<file path="config.mk">
export PLATFORM = sky130hd
export DESIGN_NAME = pc_sequencer
export DESIGN_NICKNAME = d
export VERILOG_FILES = /design/src/rtl/sp_pkg.sv /design/src/rtl/pc_sequencer.sv
export SDC_FILE = /design/constraint.sdc
export NUM_CORES = 1
export LEC_CHECK = 0
export BUFFER_PORTS_ARGS = -buffer_cell sky130_fd_sc_hd__buf_2
export CORE_UTILIZATION = 40
export DETAILED_ROUTE_END_ITERATION = 8
export GPL_ROUTABILITY_DRIVEN = 0
export PLACE_DENSITY = 0.56
export SLEW_MARGIN = 20
export SYNTH_ARGS = -nofsm -noshare
export SYNTH_HDL_FRONTEND = slang
export SYNTH_SLANG_ARGS = --single-unit
</file>
<file path="constraint.sdc">
create_clock -name clk_i -period 2.8 [get_ports clk_i]
set_clock_uncertainty 0.1 [all_clocks]
set_input_delay 0.28 -clock clk_i [delete_from_list [all_inputs] [get_ports clk_i]]
set_output_delay 0.28 -clock clk_i [all_outputs]
set_load 0.1 [all_outputs]
</file>
<file path="src/rtl/sp_pkg.sv">
// Shared pipeline parameters for the fetch front end.
package sp_pkg;

   // Width of every instruction address in the pipeline.
   localparam int ADDR_WIDTH = 32;

endpackage : sp_pkg

</file>
<file path="src/rtl/pc_sequencer.sv">
// pc_sequencer: program-counter generation stage feeding instruction_fetch.
// Advances the PC on each accepted fetch, holds it on stall, and handles
// control-flow redirects. A redirect that arrives while a request is still
// outstanding parks its target in a pending register (DRAIN). The PC then
// waits for the in-flight wrong-path ack, kills it, and jumps.
//
// Optional build macro: PC_MISALIGN_CHK_EN
//   defined   - redirects with nonzero low target bits are rejected. The
//               rejection raises a one-cycle registered misalign_o pulse.
//   undefined - low target bits are cleared silently, and misalign_o is 0.
module pc_sequencer
   import sp_pkg::*;
#(
   parameter logic [ADDR_WIDTH-1:0] RESET_PC = '0,
   parameter int unsigned           PC_STEP  = 4
) (
   input  logic                  clk_i,
   input  logic                  rst_ni,
   input  logic                  imem_ack_i,
   input  logic                  stall_i,
   input  logic                  redirect_i,
   input  logic [ADDR_WIDTH-1:0] redirect_addr_i,
   output logic [ADDR_WIDTH-1:0] pc_o,
   output logic                  pc_valid_o,
   output logic                  kill_o,
   output logic                  misalign_o
);

   // Number of PC low bits that are always zero; derived from the step size.
   localparam int unsigned ALIGN_BITS = $clog2(PC_STEP);
   localparam logic [ADDR_WIDTH-1:0] LOW_MASK =
      ADDR_WIDTH'((64'd1 << ALIGN_BITS) - 64'd1);
   localparam logic [ADDR_WIDTH-1:0] STEP = ADDR_WIDTH'(PC_STEP);

   typedef enum logic [1:0] {BOOT, FETCH, DRAIN} state_t;

   state_t                  state_reg;
   logic [ADDR_WIDTH-1:0]   pc_reg;
   logic                    pc_valid_reg;
   logic [ADDR_WIDTH-1:0]   pending_reg;
   logic [ADDR_WIDTH-1:0]   target;
   logic                    redirect_ok;
   logic                    misalign_hit;

   assign target = redirect_addr_i & ~LOW_MASK;

`ifdef PC_MISALIGN_CHK_EN
   logic misalign_reg;

   // A misaligned redirect is treated as if no redirect had been requested.
   assign misalign_hit = redirect_i && ((redirect_addr_i & LOW_MASK) != '0);
   assign redirect_ok  = redirect_i && !misalign_hit;
   assign misalign_o   = misalign_reg;

   // Flag a rejected redirect one cycle later. Redirects in BOOT are ignored.
   always_ff @(posedge clk_i) begin
      if (!rst_ni) begin
         misalign_reg <= 1'b0;
      end else begin
         misalign_reg <= misalign_hit && (state_reg != BOOT);
      end
   end
`else
   assign misalign_hit = 1'b0;
   assign redirect_ok  = redirect_i && !misalign_hit;
   assign misalign_o   = 1'b0;
`endif

   // The acked instruction is on the wrong path if a redirect lands on its ack,
   // or if the ack completes a request already marked stale by DRAIN.
   always_comb begin
      kill_o = 1'b0;
      if (rst_ni && imem_ack_i) begin
         case (state_reg)
            FETCH:   kill_o = redirect_ok;
            DRAIN:   kill_o = 1'b1;
            default: kill_o = 1'b0;
         endcase
      end
   end

   // Sequencer state, PC, and pending redirect target.
   always_ff @(posedge clk_i) begin
      if (!rst_ni) begin
         state_reg    <= BOOT;
         pc_reg       <= RESET_PC;
         pc_valid_reg <= 1'b0;
         pending_reg  <= '0;
      end else begin
         case (state_reg)
            BOOT: begin
               state_reg    <= FETCH;
               pc_valid_reg <= 1'b1;
            end
            FETCH: begin
               if (redirect_ok && imem_ack_i) begin
                  pc_reg <= target;
               end else if (redirect_ok) begin
                  pending_reg <= target;
                  state_reg   <= DRAIN;
               end else if (imem_ack_i && !stall_i) begin
                  pc_reg <= pc_reg + STEP;
               end
            end
            DRAIN: begin
               // Stall is ignored here because the acked instruction is discarded anyway.
               if (imem_ack_i) begin
                  pc_reg    <= redirect_ok ? target : pending_reg;
                  state_reg <= FETCH;
               end else if (redirect_ok) begin
                  pending_reg <= target;
               end
            end
            default: begin
               state_reg    <= BOOT;
               pc_valid_reg <= 1'b0;
            end
         endcase
      end
   end

   assign pc_o       = pc_reg;
   assign pc_valid_o = pc_valid_reg;

endmodule : pc_sequencer

</file>
==> results.yml <==
global_routing:
  grt_pass1_wl_mm: 18.42
  grt_max_degree: 45
  grt_overflow: 0
  first_global_vias: 3464
  grt_antenna_before_repair: 0
  track_usage_pct: 23.15
drt:
  viasPerCell: 5.665
  drcViolationCount: 0
  detail_route.wirelength_mm: 11.76
  drt_iter0_drc: 273
  vias: 3954
  drtAntennaViolNets: 0
  avgRoutedWirePerCell_um: 16.84
  dr.pass1.iters: 5
die:
  die_y_um: 102.8
  core_area_sq_mm: 0.009819
  num_rows: 36
  io_pins: 72
  start_util_pct: 41.35
  die_x_um: 102.8
  dieArea_sq_mm: 0.01056
setup_path:
  r2r_end: "pc_o[7]"
  worst-r2r-setup-slack_ns: 0.31
  ff2ff_path_depth: 7
  crit_type: "flip-flop to flip-flop"
  worstPathArrival_ns: 2.64
  crit_path_start: "state_reg[1]"
  rr_startpoint: "state_reg[1]"
  cp_max_fo: 24
  cp-start-kind: "flip-flop"
  worstPathRequired_ns: 2.95
  end_kind: "flip-flop"
timing:
  drv_slew: 0
  rsz0062_at_grt: "no"
  fmax_ghz: 0.4020
  holdWs_ns: 0.08072
  hold_viol: 0
  tns_ns: 0
  setup_viol: 0
  worstMarginPinSlew_ns: 0.7258
  layout_min_cycle_time_ns: 2.488
  relSlewSlack_pct: 51.50
  min_period_over_period_pct: 88.84
layout:
  drive_above_1_share_pct: 23.36
  insertedDiodeCount: 0
  layout.cells.non_filler: 698
  syn_to_final_growth_pct: 15.84
  fin_nets: 602
  final_util_pct: 47.90
cts:
  cts_tree: "done"
  clock_path_buffers: 2
  cts_resized: 0
  clock_latency_ns: 0.35
  post_cts_buffers: 0
  clk_pin_slew_worst_paths_ns: 0.07
  ctsHtreeMaxLevel: 3
  root_buffer: "clkbuf_8"
  cts_buffers: 9
  cts.sinks: 67
  cts_hold_buf: 0
power_and_ir_drop:
  leakage_nw: 1.843
  p_comb_share_pct: 27.1
  p_seq_share_pct: 41.8
  internal_power_mw: 1.599
  power.density_mw_per_mm2: 540.3
  switchingPower_mw: 0.9421
  finalPower_mw: 2.541
  p_sw_share_pct: 37.07
  vdd_ir_drop_max_mv: 0.3626
  power.share.clock_pct: 31.1
logic_synthesis:
  async_reset_ff_share_pct: 0
  synth_edf_count: 0
  yosys.cell_types.count: 64
  ys_seq_area_share_pct: 33.04
  syn_nets: 549
  synth_seq_cells: 67
  ys_warn_count: 0
  yosys_most_used_dff: "dfxtp_1"
  synth_area_sq_mm: 0.004060
  syn_avg_cell_area_sq_um: 7.992
  synth_cells: 508
min_path:
  hold_start: "redirect_addr_i[15]"
  hold_path_end: "pending_reg[15]"
  holdPathStages: 3
  worst_hold_path_type: "input port to flip-flop"
flow_run:
  cap_violations: 0
outcome:
  status: "completed"
place:
  place_inst: 683
  port_buffers: 68
  dp_hpwl_mm: 8.112
metal layers:
layer	up-vias	track usage, %	wire length (um)
met5	-	0	0
met4	0	9.101	184
met3	12	3.119	621
met2	115	32.56	5042
met1	1871	35.22	5906
li1	1956	-	-
Yosys cell counts (4+ instances only):
library cell	number	area, sq um
inv_1	10	37.54
nand4_1	6	37.54
nor3b_1	5	37.54
o211ai_1	4	30.03
nand2_1	85	319.1
and3_1	8	50.05
clkbuf_1	21	78.83
mux2i_1	17	170.2
a31oi_1	9	56.30
buf_2	13	65.06
nor4_1	6	37.54
o21ai_0	24	120.1
a21boi_0	34	255.2
a21oi_1	35	175.2
nor2_1	29	108.9
o221ai_1	4	35.03
or3_1	4	25.02
a21boi_1	5	37.54
mux2_2	15	168.9
and2_1	4	25.02
o221a_2	6	67.56
ha_1	4	50.05
dfxtp_1	67	1341
nand3_1	18	90.09
o22ai_1	10	62.56
worst max-delay path by stage:
stage | endpoint | slack, ns | depth (start not counted)
after detailed placement | pc_o[19] | 0.31 | 8
after global placement | pc_o[19] | 0.38 | 8
after global routing | pc_o[4] | 0.18 | 8
after floorplan | pc_o[30] | 0.05 | 7
after CTS | pc_o[19] | 0.31 | 8
final | pc_o[7] | 0.31 | 7
power by group through the flow:
stage / logic [mW] / registers, mW / clock network, mW
after global routing: 0.735 / 1.07 / 0.850
final: 0.690 / 1.06 / 0.791
after floorplan: 0.304 / 1.30 / 0
after CTS: 0.687 / 1.06 / 0.813
after global placement: 0.679 / 1.08 / 0
after detailed placement: 0.684 / 1.08 / 0
critical path: stages (launching register included):
cell and delay [ns]:
dfxtp_1 0.35, inv_1 0.07, ha_1 0.28, o21ai_1 0.49
a21o_1 0.51, buf_12 0.24, a21oi_1 0.06, o221a_2 0.27
cell usage in the layout (no fill, tap or decap), drive strengths merged, types with 3 or more instances in the layout:
cell type / synthesis / routed
dfxtp: 67 / 67
o211ai: 4 / 4
buf: 21 / 84
clkbuf: 21 / 10
or3: 4 / 4
a21oi: 36 / 36
mux2i: 17 / 17
o211a: 3 / 3
mux2: 15 / 15
nand2: 86 / 86
nor2: 29 / 29
a221o: 3 / 3
inv: 10 / 10
o221ai: 4 / 4
and3: 8 / 8
o221a: 6 / 6
a21boi: 39 / 39
o22ai: 10 / 10
o21ai: 26 / 26
nor4: 8 / 8
and2: 6 / 6
nand4: 9 / 9
nor3: 3 / 3
and4: 4 / 4
nor3b: 5 / 5
o31a: 3 / 3
a31oi: 9 / 9
or4: 3 / 3
nand3: 18 / 18
ha: 4 / 4
kinds of logic after synthesis:
family | Yosys count | synth area share, %
adders and majority gates | 4 | 1.233
buffers and inverters | 52 | 5.948
AOI/OAI and AO/OA | 161 | 27.30
DFF | 67 | 33.04
xor gates and xnor gates | 3 | 0.6473
muxes | 32 | 8.351
and+or+nand+nor | 188 | 23.39
other | 1 | 0.09236
per-stage QoR:
stage,setup WS (ns),instance area [sq um]
global route,0.1794,4703
global placement,0.3793,4521
detailed placement,0.3069,4521
floorplan,0.04657,4064
CTS,0.3137,4703
finish,0.3124,4703
final cells by class:
type                            instances  area, sq um
Fill cell                            1009         5116
Multi-Input combinational cell        389         2487
Sequential cell                        67         1341
Timing Repair Buffer                   84        488.0
Tap cell                              133        166.4
Clock buffer                           10        127.6
Clock inverter                          5        55.05
Inverter                               10        37.54
Power figures use the tool's default switching activity.
